`config.mk`:
```
export PLATFORM = sky130hd
export DESIGN_NAME = regfile_wb_arbiter
export DESIGN_NICKNAME = d
export VERILOG_FILES = /design/src/rtl/regfile_pkg.sv /design/src/rtl/rr_arbiter2.sv /design/src/rtl/regfile_wb_arbiter.sv
export SDC_FILE = /design/constraint.sdc
export NUM_CORES = 1
export LEC_CHECK = 0
export BUFFER_PORTS_ARGS = -buffer_cell sky130_fd_sc_hd__buf_4
export CORE_UTILIZATION = 40
export CTS_CLUSTER_DIAMETER = 50
export CTS_CLUSTER_SIZE = 28
export DETAILED_ROUTE_END_ITERATION = 8
export HOLD_SLACK_MARGIN = 0.12
export PLACE_DENSITY = 0.75
export SLEW_MARGIN = 40
export SYNTH_ARGS = -nofsm -noshare
export SYNTH_HDL_FRONTEND = slang
export SYNTH_SLANG_ARGS = --single-unit
```
`constraint.sdc`:
```
create_clock -name clk -period 1.8 [get_ports clk]
set_clock_uncertainty 0.05 [all_clocks]
set_input_delay 0.36 -clock clk [delete_from_list [all_inputs] [get_ports clk]]
set_output_delay 0.36 -clock clk [all_outputs]
set_load 0.01 [all_outputs]
```
`src/rtl/regfile_pkg.sv`:
```
// Shared types and sizes for the register-file writeback path.
// Requester identities and the writeback request bundle live here.
package regfile_pkg;

  localparam int NUM_REGS = 4;
  localparam int REG_AW   = 2;
  localparam int DATA_W   = 32;

  typedef enum logic {
    REQ_ALU = 1'b0,
    REQ_MEM = 1'b1
  } req_e;

  typedef struct packed {
    logic              valid;
    logic [REG_AW-1:0] rd;
    logic [DATA_W-1:0] data;
  } wb_req_t;

endpackage

```
`src/rtl/rr_arbiter2.sv`:
```
// Two-input round-robin arbiter. Grants are combinational and one-hot;
// prio_q names the requester that wins the next tie.
module rr_arbiter2
  import regfile_pkg::*;
(
  input  logic clk,
  input  logic rst_n,
  input  logic req_a,
  input  logic req_m,
  output logic gnt_a,
  output logic gnt_m
);

  req_e prio_q, prio_d;

  // Handshake: a transfer happens on a rising edge when req && gnt.
  // Grants are forced low while reset is asserted, whatever the requests.
  always_comb begin
    gnt_a  = 1'b0;
    gnt_m  = 1'b0;
    prio_d = prio_q;
    if (rst_n) begin
      if (req_a && (!req_m || prio_q == REQ_ALU)) begin
        gnt_a = 1'b1;
      end else if (req_m) begin
        gnt_m = 1'b1;
      end
    end
    if (gnt_a) begin
      prio_d = REQ_MEM;
    end else if (gnt_m) begin
      prio_d = REQ_ALU;
    end
  end

  always_ff @(posedge clk or negedge rst_n) begin
    if (!rst_n) begin
      prio_q <= REQ_ALU;
    end else begin
      prio_q <= prio_d;
    end
  end

endmodule

```
`src/rtl/regfile_wb_arbiter.sv`:
```
// Shares the register file's single write port between ALU and memory
// writeback, tracks pending writes per register and counts contention.
module regfile_wb_arbiter
  import regfile_pkg::*;
#(
  parameter int DATA_W = regfile_pkg::DATA_W,
  parameter int REG_AW = regfile_pkg::REG_AW,
  parameter int CNT_W  = 16
) (
  input  logic                      clk,
  input  logic                      reset,
  input  logic                      a_valid,
  output logic                      a_ready,
  input  logic [REG_AW-1:0]         a_reg,
  input  logic [DATA_W-1:0]         a_data,
  input  logic                      m_valid,
  output logic                      m_ready,
  input  logic [REG_AW-1:0]         m_reg,
  input  logic [DATA_W-1:0]         m_data,
  input  logic                      iss_valid,
  input  logic [REG_AW-1:0]         iss_reg,
  output logic                      rf_we,
  output logic [REG_AW-1:0]         rf_waddr,
  output logic [DATA_W-1:0]         rf_wdata,
  output logic [(1<<REG_AW)-1:0]    busy,
  output logic [CNT_W-1:0]          stall_cnt
);

  localparam int NREG = 1 << REG_AW;
  localparam logic [CNT_W-1:0] CNT_MAX = '1;

  logic a_gnt, m_gnt;

  logic              rf_we_q,    rf_we_d;
  logic [REG_AW-1:0] rf_waddr_q, rf_waddr_d;
  logic [DATA_W-1:0] rf_wdata_q, rf_wdata_d;
  logic [NREG-1:0]   busy_q,     busy_d;
  logic [CNT_W-1:0]  stall_q,    stall_d;
  logic [NREG-1:0]   set_v, clr_v;

  rr_arbiter2 u_arb (
    .clk   (clk),
    .rst_n (reset),
    .req_a (a_valid),
    .req_m (m_valid),
    .gnt_a (a_gnt),
    .gnt_m (m_gnt)
  );

  always_comb begin
    rf_we_d    = a_gnt | m_gnt;
    rf_waddr_d = rf_waddr_q;
    rf_wdata_d = rf_wdata_q;
    if (a_gnt) begin
      rf_waddr_d = a_reg;
      rf_wdata_d = a_data;
    end else if (m_gnt) begin
      rf_waddr_d = m_reg;
      rf_wdata_d = m_data;
    end

    // The clear tracks the write actually hitting the file, one edge after
    // acceptance; a reservation on the same edge wins over it.
    set_v = '0;
    clr_v = '0;
    if (iss_valid) set_v[iss_reg] = 1'b1;
    if (rf_we_q)   clr_v[rf_waddr_q] = 1'b1;
    busy_d = (busy_q & ~clr_v) | set_v;

    stall_d = stall_q;
    if (a_valid && m_valid && stall_q != CNT_MAX) begin
      stall_d = stall_q + 1'b1;
    end
  end

  always_ff @(posedge clk or negedge reset) begin
    if (!reset) begin
      rf_we_q    <= 1'b0;
      rf_waddr_q <= '0;
      rf_wdata_q <= '0;
      busy_q     <= '0;
      stall_q    <= '0;
    end else begin
      rf_we_q    <= rf_we_d;
      rf_waddr_q <= rf_waddr_d;
      rf_wdata_q <= rf_wdata_d;
      busy_q     <= busy_d;
      stall_q    <= stall_d;
    end
  end

  assign a_ready   = a_gnt;
  assign m_ready   = m_gnt;
  assign rf_we     = rf_we_q;
  assign rf_waddr  = rf_waddr_q;
  assign rf_wdata  = rf_wdata_q;
  assign busy      = busy_q;
  assign stall_cnt = stall_q;

endmodule
```
=== Word-level counts from Yosys, hierarchy flattened ===
Cells that the tools add are included.

* Output and inout bits: 57
* Flip-flop bits (word level): 56
* Logic and storage cells: 42

* Magnitude comparators: 4
* Reduce and logical (&&, ||, !) cells: 8
* Equal/unequal tests: 1
* Add/sub/neg operators: 1
* Multiplexer cells: 17
* Bitwise operators: 5

{| class="wikitable"
|+ Operators by type and width
! cell !! number
|-
| $mux W32 || 2
|-
| $add A16 B1 Y16 const B || 1
|-
| $ne A16 B16 Y1 const B || 1
|-
| $mux W1 || 9
|-
| $mux W4 || 2
|-
| $lt A2 B3 Y1 const B || 2
|-
| $logic_and A1 B1 Y1 || 5
|-
| $and A4 B4 Y4 || 1
|-
| $demux W1 S2 || 2
|-
| $ge A2 B1 Y1 const B || 2
|-
| $mux W2 || 2
|-
| $not A4 Y4 || 1
|-
| $or A4 B4 Y4 || 1
|-
| $reduce_bool A2 Y1 || 1
|-
| $logic_not A1 Y1 || 1
|-
| $logic_or A1 B1 Y1 || 1
|-
| $not A1 Y1 || 1
|-
| $or A1 B1 Y1 || 1
|}

=== Logic depth before layout (Yosys ltp) ===
* Word-level depth: 8
* Depth in mapped cells: 7
* Gate-level depth less buffers: 5

=== Hierarchy ===
From an unflattened synthesis, not the netlist that was laid out.

* Cells, all modules: 244
* Area, all modules: 2,613.8 sq um

{| class="wikitable"
|+ Modules (own cells, without submodules)
! module !! cells an instance !! area an instance (sq um) !! times used
|-
| regfile_wb_arbiter || 236 || 2,552.4 || 1
|-
| rr_arbiter2 || 8 || 61.3 || 1
|}

=== Worst setup path before layout ===
OpenSTA, ideal clock, no wires.

* Path kind: reg2reg
* Start: register stall_q[0] (netlist: stall_cnt[0])
* End: register stall_q[1] (netlist: stall_cnt[1])
* Library setup time: 125 ps
* Data required time: 1,625 ps
* Setup slack: 12 ps
* Arrival: 1,613 ps
* Path buffers: 0
* Period minus slack after synthesis: 1,788 ps
* Cell stages (with the launch flop): 6
* Cell sequence: dfrtp_1 ha_1 nand3_1 nor4_4 nor2_2 mux2_4

* Word-level cells in the longest chain between the ends: 2

{| class="wikitable"
|+ RTL lines
! element !! line !! source
|-
| start, declared || regfile_wb_arbiter.sv:38 || <nowiki>logic [CNT_W-1:0] stall_q, stall_d;</nowiki>
|-
| start signal, assigned || regfile_wb_arbiter.sv:88 || <nowiki>stall_q <= stall_d;</nowiki>
|-
| branches (longest 2 deep; another with $add A16 B1 Y16) || -- ||
|}

Parallel ways; which one is timed is not known.
A chain may end at the register's enable or synchronous reset.

=== Worst setup path after layout ===
* Start: register stall_q[1] (netlist: stall_cnt[1])
* End: register stall_q[1] (netlist: stall_cnt[1])

The elaborated chain is that of the path after synthesis.

==> flow_summary.json <==
{
  "synth.avg_cell_area_um2": 10.08,
  "dieWidth_um": 81.06,
  "leakage_nw": 1.847,
  "powerDensity_nw_per_um2": 932.9,
  "seq_area_frac_synth_pct": 56.06,
  "coreArea_um2": 5991,
  "finalWirelength_um": 6850,
  "nets": 475,
  "synth_nets": 324,
  "cp_slowest_stage_delay_ns": 0.41,
  "end_kind": "flip-flop",
  "hpwl_um": 5173,
  "netlist_instances": 248,
  "critPathTopFamily": "simple AND/OR/NAND/NOR gates",
  "synth_top_family_by_area": "simple AND/OR/NAND/NOR gates",
  "finalSetupViolCount": 0,
  "die_h_um": 81.06,
  "fin_hold_ws_ns": 0.1505,
  "cp.required_ns": 1.94,
  "via_per_inst": 5.257,
  "ir_worst_vdd_mv": 0.6701,
  "die_area_um2": 6570,
  "crit_arrival_ns": 1.81,
  "pin_count": 132,
  "tightest_slew_ns": 0.6335,
  "area_growth_pct": 52.25,
  "drt-initial-drc-count": 112,
  "grt.busiest_layer": "met2",
  "antenna_cells": 0,
  "post-route-drc-count": 0,
  "slew_headroom_pct": 57.77,
  "grt_pass1_wl_um": 10680,
  "via_count": 2492,
  "initial_core_util_pct": 41.73,
  "path_max_fanout": 6,
  "synth_xor_area_share_pct": 3.854,
  "drtPass1Iterations": 4,
  "hold_viol_final": 0,
  "place.gp.congestion": 0.8594,
  "min_period_over_period_pct": 92.76,
  "synth_area_um2": 2500,
  "cts_tree": "yes",
  "async_reset_ff_share_pct": 100.0,
  "wl_per_cell_um": 14.45,
  "drive_above_1_share_pct": 43.11,
  "fin_tns_setup_ns": 0,
  "synth_compound_area_share_pct": 17.17,
  "outcome": "finished clean",
  "clock.fmax_ghz": 0.5989,
  "synthFlopType": "dfrtp_1",
  "path_clk_slew_ns": 0.09,
  "grt_start_max_net_pins": 52,
  "finalPower_w": 0.003551,
  "grt_overflow_total": 0,
  "rsz0062_at_grt": "false",
  "synthMuxAreaShare_pct": 1.502,
  "synth_edf_count": 0,
  "max-cap-violations": 0,
  "timing.critical_path.buf_inv": 0,
  "grt_usage_pct": 21.31,
  "ys_ff_latch": 56,
  "cp_cell_sequence": "ha_1, nand3_2, nor4_4, nor2_2, mux2_4",
  "met2_usage_pct": 34.45,
  "grt_use_met1_pct": 27.67,
  "yosysWarnings": 0,
  "cp_slowest_cell": "nor4_4",
  "hold_path.class": "primary input to asynchronous set/reset pin",
  "antenna_found_initial": 0,
  "rows": 28,
  "synthSimpleGateAreaFrac_pct": 17.52,
  "insertion_delay_ns": 0.30,
  "antenna_left": 0,
  "fill_cells": 532,
  "final-max-slew-violation-count": 0,
  "cts_buffers": 5,
  "grt_pass1_vias": 2312,
  "synthAdderAreaFrac_pct": 0.5005,
  "cts.path.max_buffers": 2,
  "ys_types": 39,
  "crit_type": "flip-flop to flip-flop",
  "start_kind": "flip-flop",
  "cts-root-buf": "clkbuf_8",
  "cts.sinks": 56,
  "period_needed_ns": 1.670,
  "cts_htree_levels": 2,
  "use_met3_pct": 6.742,
  "placement.io_buffers": 131
}
power by group:
group / internal (W) / leakage, nW / switching, W
combinational: 0.000667 / 1.14 / 0.000567
sequential: 0.00150 / 0.670 / 0.000176
clock: 0.000266 / 0.0410 / 0.000374
total: 0.00243 / 1.85 / 0.00112
logic make-up after synthesis:
family / after synthesis
compound gates: 72
xor+xnor: 11
simple gates: 83
flops: 56
fa+ha+maj: 1
mux: 3
buf+inv: 22
through the flow:
| step | std cells | instance area (um^2) | setup WS [ns] | util, % |
|---|---|---|---|---|
| global route | 474 | 3806 | 0.004851 | 63.53 |
| floorplan | 248 | 2500 | 0.01173 | - |
| detailed placement | 463 | 3691 | 0.05074 | 61.61 |
| CTS | 471 | 3779 | 0.03350 | 63.07 |
| finish | 474 | 3806 | 0.1304 | 63.53 |
| global placement | 463 | 3691 | 0.07966 | 61.61 |
metal layers:
layer / part of all wire [%] / routed length (um)
met1: 42 / 2904
met2: 48 / 3313
met3: 8.9 / 607
met4: 0.38 / 26
met5: 0 / 0
registers in the layout (all words and copies together), names as in the netlist:
register / count
busy: 4
rf_wdata: 32
u_arb.prio_q: 1
stall_cnt: 16
rf_we: 1
rf_waddr: 2
final timing paths:
kind                       slack [ns]          from             to  cells past startpoint
setup / recovery                 0.13  stall_cnt[1]   stall_cnt[1]                      5
hold / removal                   0.15         reset   stall_cnt[6]                      2
setup reg to reg                 0.13  stall_cnt[1]   stall_cnt[1]                      5
hold reg to reg                  0.46  rf_wdata[21]   rf_wdata[21]                      2
max in group asynchronous        1.05         reset  stall_cnt[10]                      2
min in group clk                 0.20     a_data[1]    rf_wdata[1]                      3
area by class of cell:
cell class	count	area (um^2)	share of cell area (%)
Clock buffer	6	72.57	1.907
Clock inverter	1	5.005	0.1315
Inverter	9	33.78	0.8876
Multi-Input combinational cell	170	1018	26.76
Sequential cell	56	1401	36.82
Tap cell	75	93.84	2.465
Timing Repair Buffer	157	1181	31.03
cell usage in the layout (no fill, tap or decap), types with 2 or more instances in the layout:
cell	count
buf_4	156
dfrtp_1	56
o22ai_1	34
nand2_1	32
o21ai_0	28
nor3_1	12
nor2_1	10
nand3_1	9
inv_1	7
xor2_1	7
nand4_1	5
clkbuf_8	5
xnor2_1	4
a32o_1	2
nor4_1	2
a21oi_1	2
synthesized netlist by cell type, drive strengths merged (2+ instances only):
library cell	count	area [um^2]
dfrtp	56	1401
o22ai	34	212.7
nand2	32	120.1
o21ai	28	140.1
nor3	13	70.07
clkbuf	11	41.29
nor2	11	43.80
nand3	10	50.05
inv	8	30.03
nand4	7	65.06
xor2	7	61.31
nor4	4	46.29
xnor2	4	35.03
mux2	3	37.53
a21oi	2	10.01
a32o	2	20.02
buf	2	10.01
worst register-to-register path, stage by stage (launching register included):
cell     delay [ns]
dfrtp_1        0.36
ha_1           0.18
nand3_2        0.16
nor4_4         0.41
nor2_2         0.09
mux2_4         0.30
timing repair:
| action | 4_1_cts | 5_1_grt |
|---|---|---|
| hold endpoints to repair | 5 | 0 |
| hold buffers | 1 | 0 |
| resized for setup | 0 | 2 |
| endpoints found under the setup margin | 0 | 10 |
| setup buffers | 0 | 3 |
Power figures use the tool's default switching activity.
